## src/rtl/bcd_to_clock_if.sv

```systemverilog
// Time-set entry bus: serial BCD digit input from the keypad/UART side and
// the binary time load port toward the clock core.
interface bcd_to_clock_if;
    logic [3:0] i_digit;
    logic       i_digit_valid;
    logic       i_clear;
    logic       o_ready;
    logic [2:0] o_digit_idx;
    logic [4:0] o_hours;
    logic [5:0] o_minutes;
    logic [5:0] o_seconds;
    logic       o_time_valid;
    logic       o_error;

    modport master (
        output i_digit, i_digit_valid, i_clear,
        input  o_ready, o_digit_idx, o_hours, o_minutes, o_seconds,
               o_time_valid, o_error
    );

    modport slave (
        input  i_digit, i_digit_valid, i_clear,
        output o_ready, o_digit_idx, o_hours, o_minutes, o_seconds,
               o_time_valid, o_error
    );
endinterface

```

## src/rtl/bcd_to_clock.sv

```systemverilog
// Collects six range-checked BCD digits (HH MM SS, MSD first) and loads binary time.
// Optional idle timeout on partial entries: define BCD_TO_CLOCK_TIMEOUT_EN.
module bcd_to_clock #(
    parameter logic [23:0] TIMEOUT_CYCLES = 24'd12_000_000
) (
    input  logic           i_clk,
    input  logic           i_reset_n,
    bcd_to_clock_if.slave  bus
);

    typedef enum logic {ENTRY, CONV} state_t;

    state_t          state_q, state_d;
    logic [2:0]      idx_q, idx_d;
    logic [5:0][3:0] dig_q, dig_d;
    logic [4:0]      hrs_q, hrs_d;
    logic [5:0]      min_q, min_d;
    logic [5:0]      sec_q, sec_d;
    logic            tv_q, tv_d;
    logic            err_q, err_d;
    logic            reject;

    function automatic logic [6:0] bcd2bin(input logic [3:0] tens, input logic [3:0] units);
        return ({3'b0, tens} << 3) + ({3'b0, tens} << 1) + {3'b0, units};
    endfunction

    // Hours-units limit depends on the already stored hours-tens digit.
    always_comb begin
        reject = (bus.i_digit > 4'd9);
        case (idx_q)
            3'd0:    if (bus.i_digit > 4'd2) reject = 1'b1;
            3'd1:    if (dig_q[0] == 4'd2 && bus.i_digit > 4'd3) reject = 1'b1;
            3'd2,
            3'd4:    if (bus.i_digit > 4'd5) reject = 1'b1;
            default: ;
        endcase
    end

`ifdef BCD_TO_CLOCK_TIMEOUT_EN
    localparam int CNT_W = $clog2(TIMEOUT_CYCLES + 1);
    logic [CNT_W-1:0] cnt_q, cnt_d, cnt_nxt;

    assign cnt_nxt = cnt_q + 1'b1;

    always_ff @(posedge i_clk) begin
        if (!i_reset_n) cnt_q <= '0;
        else            cnt_q <= cnt_d;
    end
`else
    logic unused_timeout;
    assign unused_timeout = ^TIMEOUT_CYCLES;
`endif

    always_comb begin
        state_d = state_q;
        idx_d   = idx_q;
        dig_d   = dig_q;
        hrs_d   = hrs_q;
        min_d   = min_q;
        sec_d   = sec_q;
        tv_d    = 1'b0;
        err_d   = 1'b0;
`ifdef BCD_TO_CLOCK_TIMEOUT_EN
        cnt_d   = '0;
`endif
        case (state_q)
            ENTRY: begin
                if (bus.i_clear) begin
                    idx_d = '0;
                    dig_d = '0;
                end else if (bus.i_digit_valid) begin
                    if (reject) begin
                        err_d = 1'b1;
                        idx_d = '0;
                        dig_d = '0;
                    end else begin
                        dig_d[idx_q] = bus.i_digit;
                        if (idx_q == 3'd5) state_d = CONV;
                        else               idx_d = idx_q + 3'd1;
                    end
                end
`ifdef BCD_TO_CLOCK_TIMEOUT_EN
                else if (idx_q != 3'd0) begin
                    if (cnt_nxt == CNT_W'(TIMEOUT_CYCLES)) begin
                        err_d = 1'b1;
                        idx_d = '0;
                        dig_d = '0;
                    end else begin
                        cnt_d = cnt_nxt;
                    end
                end
`endif
            end
            CONV: begin
                hrs_d   = 5'(bcd2bin(dig_q[0], dig_q[1]));
                min_d   = 6'(bcd2bin(dig_q[2], dig_q[3]));
                sec_d   = 6'(bcd2bin(dig_q[4], dig_q[5]));
                tv_d    = 1'b1;
                idx_d   = '0;
                dig_d   = '0;
                state_d = ENTRY;
            end
            default: state_d = ENTRY;
        endcase
    end

    always_ff @(posedge i_clk) begin
        if (!i_reset_n) begin
            state_q <= ENTRY;
            idx_q   <= '0;
            dig_q   <= '0;
            hrs_q   <= '0;
            min_q   <= '0;
            sec_q   <= '0;
            tv_q    <= 1'b0;
            err_q   <= 1'b0;
        end else begin
            state_q <= state_d;
            idx_q   <= idx_d;
            dig_q   <= dig_d;
            hrs_q   <= hrs_d;
            min_q   <= min_d;
            sec_q   <= sec_d;
            tv_q    <= tv_d;
            err_q   <= err_d;
        end
    end

    assign bus.o_ready      = (state_q == ENTRY);
    assign bus.o_digit_idx  = idx_q;
    assign bus.o_hours      = hrs_q;
    assign bus.o_minutes    = min_q;
    assign bus.o_seconds    = sec_q;
    assign bus.o_time_valid = tv_q;
    assign bus.o_error      = err_q;

endmodule
```

## src/flat_wrapper.sv

```systemverilog
// flat-port wrapper written by rule: the top's interface ports become plain ports
module bcd_to_clock_flat 
#(
    parameter logic [23:0] TIMEOUT_CYCLES = 24'd12_000_000
)
  (i_clk, i_reset_n, bus_i_digit, bus_i_digit_valid, bus_i_clear, bus_o_ready, bus_o_digit_idx, bus_o_hours, bus_o_minutes, bus_o_seconds, bus_o_time_valid, bus_o_error);
  bcd_to_clock_if bus_i ();
  input  logic i_clk;
  input  logic i_reset_n;
  input wire logic [$bits(bus_i.i_digit)-1:0] bus_i_digit;
  input wire logic [$bits(bus_i.i_digit_valid)-1:0] bus_i_digit_valid;
  input wire logic [$bits(bus_i.i_clear)-1:0] bus_i_clear;
  output wire logic [$bits(bus_i.o_ready)-1:0] bus_o_ready;
  output wire logic [$bits(bus_i.o_digit_idx)-1:0] bus_o_digit_idx;
  output wire logic [$bits(bus_i.o_hours)-1:0] bus_o_hours;
  output wire logic [$bits(bus_i.o_minutes)-1:0] bus_o_minutes;
  output wire logic [$bits(bus_i.o_seconds)-1:0] bus_o_seconds;
  output wire logic [$bits(bus_i.o_time_valid)-1:0] bus_o_time_valid;
  output wire logic [$bits(bus_i.o_error)-1:0] bus_o_error;
  assign bus_i.i_digit = bus_i_digit;
  assign bus_i.i_digit_valid = bus_i_digit_valid;
  assign bus_i.i_clear = bus_i_clear;
  assign bus_o_ready = bus_i.o_ready;
  assign bus_o_digit_idx = bus_i.o_digit_idx;
  assign bus_o_hours = bus_i.o_hours;
  assign bus_o_minutes = bus_i.o_minutes;
  assign bus_o_seconds = bus_i.o_seconds;
  assign bus_o_time_valid = bus_i.o_time_valid;
  assign bus_o_error = bus_i.o_error;
  bcd_to_clock #(.TIMEOUT_CYCLES(TIMEOUT_CYCLES)) u_core (.i_clk(i_clk), .i_reset_n(i_reset_n), .bus(bus_i));
endmodule
```

## config.mk

```make
export PLATFORM = sky130hd
export DESIGN_NAME = bcd_to_clock_flat
export DESIGN_NICKNAME = d
export VERILOG_FILES = /design/src/rtl/bcd_to_clock_if.sv /design/src/rtl/bcd_to_clock.sv /design/src/flat_wrapper.sv
export SDC_FILE = /design/constraint.sdc
export NUM_CORES = 1
export LEC_CHECK = 0
export CAP_MARGIN = 5
export CORE_ASPECT_RATIO = 2
export CORE_MARGIN = 4
export CORE_UTILIZATION = 45
export DETAILED_ROUTE_END_ITERATION = 8
export GPL_TIMING_DRIVEN = 0
export PLACE_DENSITY = 0.67
export SYNTH_ARGS = -nofsm -noshare
export SYNTH_HDL_FRONTEND = slang
export SYNTH_SLANG_ARGS = --single-unit
```

## constraint.sdc

```tcl
create_clock -name i_clk -period 2.7 [get_ports i_clk]
set_input_delay 0.81 -clock i_clk [delete_from_list [all_inputs] [get_ports i_clk]]
set_output_delay 0.81 -clock i_clk [all_outputs]
set_load 0.1 [all_outputs]
```

Yosys cells after proc, flatten, opt, wreduce, memory -nomap -nowiden --
Index checks and enable logic that the tools add are counted. Widths: inputs -> output; s select.
Operators by class: bitwise gates (word level) 3, reductions and logical operators 6, order comparisons 6, muxes and demuxes 23, equal/unequal tests 7, add/subtract/negate cells 7
Operators with widths (number):
- $mux 24 | 3
- $pmux 24 s2 | 1
- $bwmux 24 | 1
- $add 6x4->6 | 2
- $add 6x5->6 | 2
- $demux 4 s3 | 1
- $mux 3 | 4
- $mux 1 | 9
- $gt 4x2->1 const B | 2
- $eq 3x3->1 const B | 2
- $pmux 3 s2 | 1
- $add 5x4->5 | 1
- $add 5x5->5 | 1
- $eq 4x2->1 const B | 1
- $gt 4x3->1 const B | 1
- $gt 4x4->1 const B | 1
- $lt 3x4->1 const B | 1
- $mux 4 | 1
- $ne 4x3->1 const B | 1
- $reduce_or 4->1 | 1
- $add 3x1->3 const B | 1
- $eq 3x1->1 const B | 1
- $eq 3x2->1 const B | 1
- $ge 3x1->1 const B | 1
- 8 further kinds | 11
Word-level totals: output and inout bits 23, word-level logic and storage cells 65, register bits after elaboration 47, input bits 8

Logic depth before layout (Yosys ltp) --
Gate-level depths: netlist of the first run.
depth in word-level cells 9, gate-level depth with buffers 9

Worst setup path after synthesis of the first run --
No wires, ideal clock.
path kind register -> register, start point register u_core.idx_q[0], in the netlist u_core.bus.o_digit_idx[0], end point register u_core.idx_q[2], in the netlist u_core.bus.o_digit_idx[2], stages on the path, launching flop included 10, path buffers 3, library setup time 0.065 ns, period minus slack after synthesis 2.847 ns, required time 2.635 ns, arrival time 2.782 ns, path slack -0.147 ns, path through dfxtp_1 -> clkbuf_1 -> inv_1 -> ha_1 -> nor2b_1 -> o32ai_4 -> buf_2 -> buf_2 -> a32oi_1 -> nor2_1
Between the ends: word-level cells in the longest chain between the ends 7, elaborated cells between the ends (all ways) 15, those cells by class add/sub (1); eq/ne (5); mux (6); reduce/logical (3)
Ends and longest elaborated chain:
- start, declared | line bcd_to_clock.sv:14 | logic [2:0] idx_q, idx_d;
- start signal, assigned | line bcd_to_clock.sv:119 | idx_q <= idx_d;
- $eq 3x2->1 or $eq 3x3->1 (tied branches) | line bcd_to_clock.sv:30 | case (idx_q)
- $reduce_or 2->1 | line bcd_to_clock.sv:30
- $pmux 1 s3 | line bcd_to_clock.sv:30
- $mux 3 | line bcd_to_clock.sv:72 | if (reject) begin
- $mux 3 | line bcd_to_clock.sv:71 | end else if (bus.i_digit_valid) begin
- $mux 3 | line bcd_to_clock.sv:68 | if (bus.i_clear) begin
- $pmux 3 s2 | line bcd_to_clock.sv:66 | case (state_q)
Several ways; a longest one is shown, not always the timed one. The select of a mux whose other input is x is not followed. A chain may end at the register's enable or synchronous reset.

Worst setup path in the final report of the first run --
start point register u_core.idx_q[1], in the netlist u_core.bus.o_digit_idx[1], end point output bus_o_digit_idx[1]
RTL lines:
- end, declared | line flat_wrapper.sv:14 | output wire logic [$bits(bus_i.o_digit_idx)-1:0] bus_o_digit_idx;
No word-level cell between the ends.

==> results by stage, run 1 <==
Clock network:
- The post-CTS setup buffer count is 0.
- The TritonCTS sink count is 47.
- The TritonCTS clock tree is yes.
- The CTS root buffer is sky130_fd_sc_hd__clkbuf_16.
- The number of H-tree levels is 2.
- Clock-pin slew was measured on the worst setup and hold paths at 0.06 ns.
- The later pin in the worst-skew pair is clocked with a latency of 0.29 ns.
- The post-cts hold buffer count is 0.
- Counting the buffers created by CTS gives 5.
- In this run the deepest clock path goes through 2 buffers.

Drt:
- The final layout contains routed wiring with a total length of 6150 um.
- The routed via count is 2223.
- The post-detailed-route DRC marker count is 0.
- After the first detailed-routing iteration, the DRC count stood at 93.
- The number of iterations in the first detailed-routing pass is 4.
- The post-route antenna net violation count is 0.
- The routed wire length per instance is 16.1 um.
- The post-detailed-route via-to-cell ratio is 5.83.

Timing:
- Derived from the worst setup path, the maximum achievable clock frequency is 381 MHz.
- At the pin with the least slew margin, the transition time is 0.970 ns.
- The max-slew violation count is 0.
- The share of the clock period used by the worst path after layout is 97.2%.
- The routed design could run at a clock period as short as 2.62 ns.
- Measured against its own limit, the worst slew margin works out to 35.1%.
- In the post-route analysis, the smallest setup slack over all paths is 0.0756 ns.
- The number of failing hold endpoints at the final stage is 0.
- Setup violations remaining at the end of the flow were counted as 0.
- Setup repair after global routing left no endpoint under its margin.
- The clock skew after layout is 0.00643 ns.

Finish:
- The fraction of layout instances using a drive strength above 1 is 7.50%.
- The count of inserted antenna diode cells is 0.
- The final standard cell utilization of the core is 55.8%.
- The area growth from synthesis to final layout is 20.7%.
- The net total in the final layout is 352.
- The cell area after layout is 3190 um^2.

Synth:
- The predominant post-synthesis flop cell is sky130_fd_sc_hd__dfxtp_1.
- After Yosys synthesis, full adders, half adders and majority gates account for 13.5% of the synthesized area.
- The biggest area contributor in the post-synthesis netlist is sky130_fd_sc_hd__dfxtp_1.
- Multiplexer cells account for 7.58% of the synthesized area.
- The count of mapped cells out of synthesis is 285.
- Of the synthesized area, sequential elements account for 35.6%.
- After synthesis the cells add up to 2640 um^2.
- For this run, the number of Yosys warnings is 0.
- The average cell area after synthesis is 9.27 um^2.
- Summing the areas of all compound-gate instances in the mapped netlist gives 12.9% of the synthesized area.
- The number of distinct library cells after synthesis is 43.
- Counting instances in the post-synthesis netlist gives the leading cell types as sky130_fd_sc_hd__dfxtp_1 (47), sky130_fd_sc_hd__nor2_1 (23), sky130_fd_sc_hd__nand2_1 (22), sky130_fd_sc_hd__nand3_1 (21), sky130_fd_sc_hd__mux2i_1 (20).
- The flop and latch count out of synthesis is 47.
- Of all flip-flops after synthesis, the portion carrying an async set or reset was 0%.
- The parity-gate share of the synthesized area counting xor and xnor cells is 2.98%.
- The post-synthesis share of cell area spent on and, or, nand and nor gates is 21.6%.
- The dominant cell by count in the synthesized netlist is sky130_fd_sc_hd__dfxtp_1.
- Yosys mapped a number of flops with a built-in enable equal to 0.
- The number of nets in the synthesized netlist is 318.
- Sorting the synthesized cells by area gives the leading types as sky130_fd_sc_hd__dfxtp_1 (36%), sky130_fd_sc_hd__ha_1 (9.0%), sky130_fd_sc_hd__mux2i_1 (7.6%).
- The synthesized design devotes to its leading area cell type 35.6% of total area.
- By area, the combinational part of the netlist is dominated by simple AND/OR/NAND/NOR gates.

Floorplan:
- The die is 62.2 um wide.
- Once the floorplan was initialized, standard cells occupied 46.3% of the core.
- The core outline area is 5710 um^2.
- The number of placement rows is 39.
- In this run the count of I/O pins placed on the die edge is 31.
- The y dimension of the die is 116 um.
- The floorplan step defined a die boundary enclosing 7230 um^2.

Critical path:
- Along the worst path, the maximum fanout reaches 4.
- On the worst path, the slowest cell contributes a delay of 1.15 ns.
- The kind of cell with the highest combined delay along the critical path is buffers and inverters.
- The endpoint required time on the critical path is 1.89 ns.
- The critical path start-end classification is register to primary output.
- The type of origin of the critical path is a register.
- On the critical path, the stage with the largest delay is an instance of sky130_fd_sc_hd__clkdlybuf4s50_1.
- The capturing element type of the critical path is a primary output.
- The critical path data arrival time is 1.81 ns.
- The buffer and inverter count on the worst path is 1.
- Walking the worst path, the cells encountered are clkdlybuf4s50_1.

Placed design:
- The quantity of I/O buffers inserted on ports is 27.
- Before CTS, the worst setup slack after placement is -0.120 ns.
- At the end of routability-driven placement, the weighted congestion stood at 0.898.
- The instance area after placement is 2990 um^2.
- The HPWL after detailed placement is 4680 um.

Pwr:
- The overall power of the completed layout is 1.60 mW.
- The highest ir drop seen on vdd is 0.000651 V.
- For this design the static power due to leakage is 1.24 nW.
- The power per unit of standard cell area is 503 nW/um^2.

GRT:
- The number of antenna violations at the first check in global routing is 0.
- After global routing the overflow that remains totals 0.
- The via count of the first global-routing pass is 2234.
- Global routing used 18.1% of the available tracks.
- Entering global routing, the biggest net connects 15 pins.
- The first-pass GRT wire length is 10500 um.

Run status:
- The run finished with clean final reports.

Min path:
- The worst hold path belongs to the class register to register.

Run:
- The number of maximum-capacitance constraint violations is 0.
[final timing paths]
| kind | endpoint | cells past startpoint | start | slack (ns) |
|---|---|---|---|---|
| worst min-delay path | u_core.dig_q[22] | 2 | u_core.dig_q[22] | 0.47 |
| worst max register to register | u_core.dig_q[10] | 8 | u_core.bus.o_digit_idx[1] | 0.24 |
| worst min register to register | u_core.dig_q[22] | 2 | u_core.dig_q[22] | 0.47 |
| worst max-delay path | bus_o_digit_idx[1] | 1 | u_core.bus.o_digit_idx[1] | 0.08 |
[state kept, by name, indices dropped and copies added, names as in the netlist]
register	flops
u_core.bus.o_digit_idx	3
u_core.bus.o_error	1
u_core.bus.o_hours	5
u_core.bus.o_minutes	6
u_core.bus.o_seconds	6
u_core.bus.o_time_valid	1
u_core.dig_q	24
u_core.state_q	1
[per-layer routing]
metal  share of wire [%]  vias up  global-route usage [%]
met5                   0        -                       0
li1                    -     1085                       -
met1                  38     1032                    19.7
met4                 5.2        0                    12.2
met2                  51       76                    30.8
met3                 5.1       30                    4.14
[through the flow]
stage               setup TNS [ns]  cells  hold WS (ns)
floorplan                        0    285         0.434
global placement             -1.27    373         0.452
detailed placement           -1.83    373         0.459
CTS                              0    381         0.468
global route                     0    381         0.489
finish                           0    381         0.467
[cell families (layout without fill, tap and decap cells)]
| logic type | after synthesis | in the layout |
|---|---|---|
| adders and majority gates | 25 | 25 |
| xor gates and xnor gates | 9 | 9 |
| and+or+nand+nor | 111 | 111 |
| AOI/OAI and AO/OA | 40 | 40 |
| muxes | 20 | 20 |
| buffers and inverters | 33 | 68 |
| DFF | 47 | 47 |
[where the power goes]
group	switching [mW]	internal (mW)
sequential	0.00152	0.694
combinational	0.0779	0.0360
clock	0.264	0.531
total	0.343	1.26
[area by class of cell]
type | count | area [um^2]
Buffer | 20 | 104
Clock buffer | 6 | 129
Clock inverter | 2 | 60.1
Fill cell | 540 | 2520
Inverter | 13 | 48.8
Multi-Input combinational cell | 205 | 1560
Sequential cell | 47 | 942
Tap cell | 61 | 76.3
Timing Repair Buffer | 27 | 272
[cells in the final DEF (no fill, tap or decap), types with 2 or more instances in the layout]
master,instances
sky130_fd_sc_hd__a211oi_1,5
sky130_fd_sc_hd__a21o_1,3
sky130_fd_sc_hd__a21oi_1,5
sky130_fd_sc_hd__a31oi_4,2
sky130_fd_sc_hd__a32oi_1,9
sky130_fd_sc_hd__buf_1,3
sky130_fd_sc_hd__buf_2,7
sky130_fd_sc_hd__bufinv_16,2
sky130_fd_sc_hd__clkbuf_1,8
sky130_fd_sc_hd__clkbuf_16,5
sky130_fd_sc_hd__clkdlybuf4s50_1,25
sky130_fd_sc_hd__dfxtp_1,46
sky130_fd_sc_hd__fa_1,6
sky130_fd_sc_hd__ha_1,19
sky130_fd_sc_hd__inv_1,12
sky130_fd_sc_hd__mux2i_1,20
sky130_fd_sc_hd__nand2_1,22
sky130_fd_sc_hd__nand2b_1,5
sky130_fd_sc_hd__nand3_1,21
sky130_fd_sc_hd__nand4_1,16
sky130_fd_sc_hd__nor2_1,23
sky130_fd_sc_hd__nor3_1,4
sky130_fd_sc_hd__nor3b_1,9
sky130_fd_sc_hd__nor4_1,3
sky130_fd_sc_hd__o21ai_0,5
sky130_fd_sc_hd__o21ai_1,3
sky130_fd_sc_hd__o31ai_1,2
sky130_fd_sc_hd__xnor2_1,8
[what timing repair did]
item                                    in CTS  in global routing
gates resized for setup                      1                  4
endpoints found under the setup margin       1                 13
cloned                                       0                  0
Note: power is estimated with default switching activity, not from simulation.
==> run 2: changes to the inputs <==
--- a/config.mk
+++ b/config.mk
@@ -7,7 +7,6 @@
 export LEC_CHECK = 0
 export CAP_MARGIN = 5
 export CORE_ASPECT_RATIO = 2
-export CORE_MARGIN = 4
 export CORE_UTILIZATION = 45
 export DETAILED_ROUTE_END_ITERATION = 8
 export GPL_TIMING_DRIVEN = 0
==> results by stage, run 2 (synthesized netlist as in run 1, its figures left out) <==
GRT:
- The number of antenna violations at the first check in global routing came to 0 (unchanged).
- The pin count of the biggest net entering global routing is 15 (unchanged).
- The total overflow reported by the global router is 0 (unchanged).
- The via count of the first global-routing pass is 2229 (-0.22%).
- The first-pass GRT wire length is 10400 um (-1.0%).
- The global router's overall resource usage is 21.7% (+3.7 points).

Critical path:
- The critical path data arrival time is 1.79 ns (-0.02 ns).
- The worst setup path is captured at a primary output.
- The source of the worst register-to-register timing path is u_core.bus.o_digit_idx[1].
- The critical path start-end classification is register to primary output.
- The critical-path maximum fanout is 4 (unchanged).
- The register-to-register path setup slack is 0.28 ns (+0.04 ns).
- Walking the worst path, the cells encountered are clkdlybuf4s50_1.
- The endpoint required time on the critical path is 1.89 ns (about the same).
- The slowest stage of the critical path belongs to the cell sky130_fd_sc_hd__clkdlybuf4s50_1.
- STA classifies the critical path startpoint as a register.
- The family of cells with the greatest summed delay on the critical path is buffers and inverters.
- The buffer and inverter count on the worst path was 1 (unchanged).
- The delay of the slowest cell on the worst path was 1.14 ns (about the same).
- The most critical setup path has its startpoint at u_core.bus.o_digit_idx[0].

Finish:
- The final instance count without filler cells is 381 (unchanged).
- Leaving out fill and tap cells, the most frequent cells in the layout are sky130_fd_sc_hd__dfxtp_1 (46), sky130_fd_sc_hd__clkdlybuf4s50_1 (24), sky130_fd_sc_hd__nor2_1 (23).
- The area taken by flip-flops and latches came to 942 um^2 (unchanged).
- The count of inserted antenna diode cells is 0 (unchanged).
- The fraction of layout instances using a drive strength above 1 is 7.50% (unchanged).
- The library cell used most frequently in the layout, excluding fill and tap cells, is sky130_fd_sc_hd__dfxtp_1.
- The top register by number of flip-flops is u_core.dig_q.
- The final standard cell utilization of the core is 56.0% (+0.15 points).
- The area growth from synthesis to final layout is 19.9%.
- The flip-flop count of the largest register, all copies and words added is 24 (unchanged).
- The multi-input combinational cell area is 1550 um^2 (-0.40%).
- The net total in the final layout is 352 (unchanged).
- The fill cell instance count of the final layout is 532 (-1.5%).

Clock network:
- The TritonCTS sink count is 47 (unchanged).
- The clock transition time at the flip-flop clock pins of the worst setup and hold paths is 0.06 ns (about the same).
- The TritonCTS buffer count is 5 (unchanged).
- CTS placed an instance of sky130_fd_sc_hd__clkbuf_16 at the clock tree root.
- The worst-skew pair later-pin latency was 0.29 ns (about the same).
- The number of H-tree levels is 2 (unchanged).
- TritonCTS built the clock tree.
- The maximum count of clock buffers along a single path is 2 (unchanged).

Pwr:
- The highest ir drop seen on vdd is 0.000548 V (-16%).
- The leakage dissipation came to 1.26 nW (+1.1%).
- The overall power of the completed layout is 1.53 mW (-4.5%).
- The power per unit of standard cell area is 484 nW/um^2 (-3.9%).

Floorplan:
- The area of the die is 6200 um^2 (-14%).
- The top-level I/O count is 31 (unchanged).
- The number of placement rows came to 39 (unchanged).
- The effective utilization at floorplan came to 46.7% (+0.40 points).
- The core outline area is 5660 um^2 (-0.85%).
- The y dimension of the die is 110 um (-5.2%).
- The horizontal die dimension came to 56.2 um (-9.7%).

Placed design:
- The instance count after placement with tap cells included is 373 (unchanged).
- The HPWL after detailed placement is 4660 um (-0.44%).
- The quantity of I/O buffers inserted on ports is 27 (unchanged).
- The final estimated routing congestion in global placement was 0.890 (-0.92%).

Timing:
- The setup TNS is 0 ns (unchanged).
- The maximum clock frequency is 385 MHz (+1.0%).
- The max-slew violation count is 0 (unchanged).
- Setup repair after global routing left no endpoint under its margin.
- The share of the clock period used by the worst path after layout is 96.2% (-0.99 points).
- The transition time at the pin with the least slew margin is 0.965 ns (-0.00544 ns).
- The final-report setup violation count is 0 (unchanged).
- The clock skew after layout is 0.00380 ns (-0.00263 ns).
- The number of failing hold endpoints at the final stage was 0 (unchanged).
- The shortest period the worst path allows is 2.60 ns (-0.0266 ns).
- The relative slew slack was 35.5% (+0.36 points).

Run status:
- The run finished with clean final reports.

Drt:
- The post-detailed-route DRC marker count is 0 (unchanged).
- The post-route antenna net violation count was 0 (unchanged).
- The aggregate routed wire length is 6090 um (-0.99%).
- The routed via count is 2195 (-1.3%).
- The iteration-0 DRC count of the detailed router is 49 (-47%).
- The number of iterations in the first detailed-routing pass is 4 (unchanged).
- The post-detailed-route via-to-cell ratio is 5.76 (-1.3%).
- The routed wire length per instance came to 16.0 um (-0.99%).

Min path:
- The path class of the tightest hold or removal check is register to register.
- The startpoint of the tightest hold check path is u_core.dig_q[22].

Run:
- The number of maximum-capacitance constraint violations is 0 (unchanged).
## run 2: cell types whose count changed in the layout (fill, tap and decap cells not counted)
cell                              previous run  this run
sky130_fd_sc_hd__clkdlybuf4s50_1            25        24
sky130_fd_sc_hd__a31oi_1                     0         1
sky130_fd_sc_hd__clkinv_2                    0         1
sky130_fd_sc_hd__a31oi_2                     1         0
sky130_fd_sc_hd__clkbuf_1                    8         7
sky130_fd_sc_hd__dlymetal6s2s_1              1         2
sky130_fd_sc_hd__clkbuf_8                    0         1
sky130_fd_sc_hd__bufinv_16                   2         1
## run 2: through the flow
stage | hold slack [ns] | cell area [um^2] | worst slack [ns]
detailed placement | 0.451 | 2990 | -0.106
finish | 0.465 | 3170 | 0.102
global route | 0.490 | 3170 | 0.0281
floorplan | 0.434 | 2640 | 0.00394
global placement | 0.450 | 2990 | -0.0943
CTS | 0.468 | 3160 | 0.0327
## run 2: final timing paths
kind	endpoint	cells after the start
hold reg to reg	u_core.dig_q[22]	2
setup / recovery	bus_o_digit_idx[0]	1
hold / removal	u_core.dig_q[22]	2
setup reg to reg	u_core.dig_q[10]	8
## run 2: timing repair
action | CTS | global route
endpoints found under the setup margin | 1 | 4
pin swaps | 0 | 0
hold buffers | 0 | 0
gates resized for setup | 1 | 4
buffers inserted | 0 | 0
## run 2: routing by layer
| layer | up-vias | track usage (%) | share of wire (%) |
|---|---|---|---|
| li1 | 1095 | - | - |
| met3 | 26 | 5.02 | 3.7 |
| met4 | 0 | 14.1 | 5.5 |
| met1 | 1014 | 22.9 | 39 |
| met5 | - | 0 | 0 |
| met2 | 60 | 38.4 | 52 |
## run 2: power by group
part	total [mW]	internal (mW)	leakage, nW	switching, mW
sequential	0.696	0.695	0.379	0.00145
clock	0.723	0.460	0.0868	0.263
combinational	0.113	0.0357	0.789	0.0775
## run 2: final cells by class
cell class,count,share of cell area [%]
plain buffers,20,3.28
clock buffers,6,4.38
clock inverters,2,1.11
inverters,13,1.54
multi-input cells,205,48.9
flip-flops and latches,47,29.7
well taps,61,2.41
repair buffers,27,8.65
==> run 3: changes to the inputs <==
--- a/config.mk
+++ b/config.mk
@@ -7,10 +7,10 @@
 export LEC_CHECK = 0
 export CAP_MARGIN = 5
 export CORE_ASPECT_RATIO = 2
-export CORE_UTILIZATION = 45
+export CORE_UTILIZATION = 50
 export DETAILED_ROUTE_END_ITERATION = 8
 export GPL_TIMING_DRIVEN = 0
-export PLACE_DENSITY = 0.67
+export PLACE_DENSITY = 0.74
 export SYNTH_ARGS = -nofsm -noshare
 export SYNTH_HDL_FRONTEND = slang
 export SYNTH_SLANG_ARGS = --single-unit
==> results by stage, run 3 (synthesized netlist as in run 1, its figures left out) <==
Run status:
- The flow ran to the end, and the final reports show no timing, DRC or antenna violations.

Placed design:
- The instance area after placement is 2990 um^2 (-0.13%).
- The quantity of I/O buffers inserted on ports is 27 (unchanged).
- The final estimated routing congestion in global placement was 0.826 (-7.2%).
- The HPWL after detailed placement is 4450 um (-4.5%).

Drt:
- The post-detailed-route DRC marker count came to 0 (unchanged).
- The number of iterations in the first detailed-routing pass is 4 (unchanged).
- The post-route antenna net violation count is 0 (unchanged).
- The iteration-0 DRC count of the detailed router is 77 (+57%).
- The post-detailed-route via-to-cell ratio is 5.85 (+1.6%).
- The aggregate routed wire length is 5900 um (-3.2%).
- The routed via count is 2206 (+0.50%).
- The routed wire length per instance is 15.6 um (-2.1%).

Pwr:
- The switching part of the total came to 23.3% (+0.98 points).
- The combinational cell fraction of total power is 8.7% (+1.3 points).
- The power per unit of standard cell area came to 422 nW/um^2 (-13%).
- The internal power came to 1.00 mW (-16%).
- The leakage dissipation is 1.22 nW (-2.8%).
- The part of the total power dissipated in the clock network is 38.0% (-9.2 points).
- The reported net switching power is 304 uW (-11%).
- The highest ir drop seen on vdd is 0.000416 V (-24%).
- The sequential group share of total power is 53.3% (+7.9 points).

Floorplan:
- The area of the die is 5600 um^2 (-9.7%).
- The number of placement rows came to 37 (-5.1%).
- The y dimension of the die is 105 um (-5.0%).
- The effective utilization at floorplan is 51.9% (+5.2 points).
- The core outline area was 5090 um^2 (-10%).
- The top-level I/O count is 31 (unchanged).
- The horizontal die dimension came to 53.4 um (-4.9%).

Clock network:
- The TritonCTS clock tree is yes.
- The TritonCTS sink count is 47 (unchanged).
- The worst-skew pair later-pin latency is 0.30 ns (about the same).
- Clock tree synthesis selected as its root buffer the cell sky130_fd_sc_hd__clkbuf_8.
- The clock transition time at the flip-flop clock pins of the worst setup and hold paths came to 0.08 ns (+0.02 ns).
- The TritonCTS buffer count is 5 (unchanged).
- The post-CTS setup buffer count is 0 (unchanged).
- The number of H-tree levels is 2 (unchanged).
- The maximum count of clock buffers along a single path came to 2 (unchanged).

GRT:
- The pin count of the biggest net entering global routing is 14 (-1).
- The number of antenna violations at the first check in global routing was 0 (unchanged).
- The total overflow reported by the global router is 0 (unchanged).
- The via count of the first global-routing pass is 2113 (-5.2%).
- The first-pass GRT wire length was 9630 um (-7.3%).
- The global router's overall resource usage was 23.3% (+1.6 points).

Critical path:
- The source of the worst register-to-register timing path is u_core.bus.o_digit_idx[1].
- The buffer and inverter count on the worst path is 1 (unchanged).
- The reg-to-reg critical path endpoint is u_core.dig_q[9].
- The critical path data arrival time is 1.78 ns (about the same).
- Among all stages on the critical path, the largest delay is contributed by sky130_fd_sc_hd__clkdlybuf4s50_1.
- The endpoint required time on the critical path was 1.89 ns (about the same).
- The worst-case reg-to-reg path depth is 8 (unchanged).
- The critical path goes through clkdlybuf4s50_1.
- The critical-path maximum fanout is 4 (unchanged).
- The capturing element type of the critical path is a primary output.
- The register-to-register path setup slack is 0.20 ns (-0.08 ns).
- In this design, the largest share of critical-path delay is due to buffers and inverters.
- The delay of the slowest cell on the worst path is 1.13 ns (about the same).
- The critical path start-end classification is register to primary output.
- The worst setup path is launched from a register.

Finish:
- The net total in the final layout is 352 (unchanged).
- The area taken by flip-flops and latches was 942 um^2 (unchanged).
- The count of inserted antenna diode cells is 0 (unchanged).
- Leaving out fill and tap cells, the most frequent cells in the layout are sky130_fd_sc_hd__dfxtp_1 (46), sky130_fd_sc_hd__clkdlybuf4s50_1 (24), sky130_fd_sc_hd__nor2_1 (23).
- The fraction of layout instances using a drive strength above 1 was 6.90% (-0.60 points).
- The multi-input combinational cell area is 1550 um^2 (unchanged).
- Relative to the synthesized area, the layout overhead comes to 17.1%.
- Leaving out fill and tap cells, the most frequent cell in the layout is sky130_fd_sc_hd__dfxtp_1.
- The cell area after layout was 3090 um^2 (-2.4%).
- The flip-flop count of the largest register, all copies and words added came to 24 (unchanged).
- The final standard cell utilization of the core is 60.7% (+4.8 points).
- The fill cell instance count of the final layout is 480 (-9.8%).
- The top register by number of flip-flops is u_core.dig_q.

Timing:
- The final-report setup violation count is 0 (unchanged).
- Setup repair after global routing left no endpoint under its margin.
- The share of the clock period used by the worst path after layout is 96.0% (-0.18 points).
- The number of failing hold endpoints at the final stage is 0 (unchanged).
- The clock skew after layout came to 0.00773 ns (+0.00393 ns).
- The max-slew violation count was 0 (unchanged).
- The transition time at the pin with the least slew margin was 0.966 ns (+0.000999 ns).
- The relative slew slack was 35.4% (-0.067 points).
- The maximum clock frequency is 386 MHz (+0.18%).
- The shortest period the worst path allows was 2.59 ns (-0.00473 ns).

Min path:
- The startpoint identified for the worst hold timing path is u_core.dig_q[20].
- The min-delay analysis places its worst path in the category register to register.
- The worst hold path stage count is 2 (unchanged).
- The worst hold path terminates at u_core.dig_q[20].

Run:
- The number of maximum-capacitance constraint violations is 0 (unchanged).
run 3: cell count changes in the layout (fill, tap and decap cells not counted), sizes merged:
cell	delta
clkinv	-1
run 3: area by class of cell:
type	instances	share of cell area, %
clock buffers	6	2.35
clock inverters	1	0.971
repair buffers	27	8.86
well taps	58	2.35
flip-flops and latches	47	30.5
inverters	13	1.58
multi-input cells	205	50.1
plain buffers	20	3.36
run 3: metal layers:
| layer | routed length (um) | part of all wire [%] | GRT usage, % | vias to the layer above |
|---|---|---|---|---|
| met5 | 0 | 0 | 0 | - |
| met4 | 214 | 3.6 | 10.9 | 0 |
| met3 | 212 | 3.6 | 3.93 | 18 |
| met2 | 3080 | 52 | 39.9 | 63 |
| met1 | 2390 | 41 | 26.5 | 1034 |
| li1 | - | - | - | 1091 |
run 3: what timing repair did:
item | 4_1_cts | 5_1_grt
hold buffers | 0 | 0
resized for setup | 1 | 4
cloned | 0 | 0
setup endpoints to repair | 1 | 3
run 3: power groups by stage:
stage | Combinational, mW | Sequential [mW] | Clock (mW)
floorplan | 0.0736 | 0.717 | 0
global placement | 0.111 | 0.712 | 0
detailed placement | 0.111 | 0.712 | 0
CTS | 0.112 | 0.695 | 0.512
global route | 0.120 | 0.696 | 0.543
finish | 0.114 | 0.695 | 0.496
run 3: worst max path at each step:
stage / startpoint / endpoint / slack [ns] / cells past startpoint
after detailed placement: i_reset_n / u_core.dig_q[9] / -0.1 / 7
after CTS: u_core.bus.o_digit_idx[2] / bus_o_digit_idx[2] / 0.02 / 1
final: u_core.bus.o_digit_idx[0] / bus_o_digit_idx[0] / 0.11 / 1
after global routing: u_core.bus.o_digit_idx[1] / u_core.dig_q[11] / 0.02 / 8
after floorplan: u_core.bus.o_digit_idx[1] / u_core.bus.o_digit_idx[2] / 0.004 / 8
after global placement: i_reset_n / u_core.dig_q[1] / -0.09 / 7
run 3: stage by stage:
stage	setup TNS (ns)	std cells	total power [mW]	setup WS, ns	hold WS [ns]
global placement	-1.04	370	0.822	-0.0930	0.450
detailed placement	-1.12	370	0.823	-0.0992	0.463
global route	0	377	1.36	0.0181	0.501
CTS	0	377	1.32	0.0225	0.475
floorplan	0	285	0.791	0.00394	0.434
finish	0	377	1.30	0.107	0.470
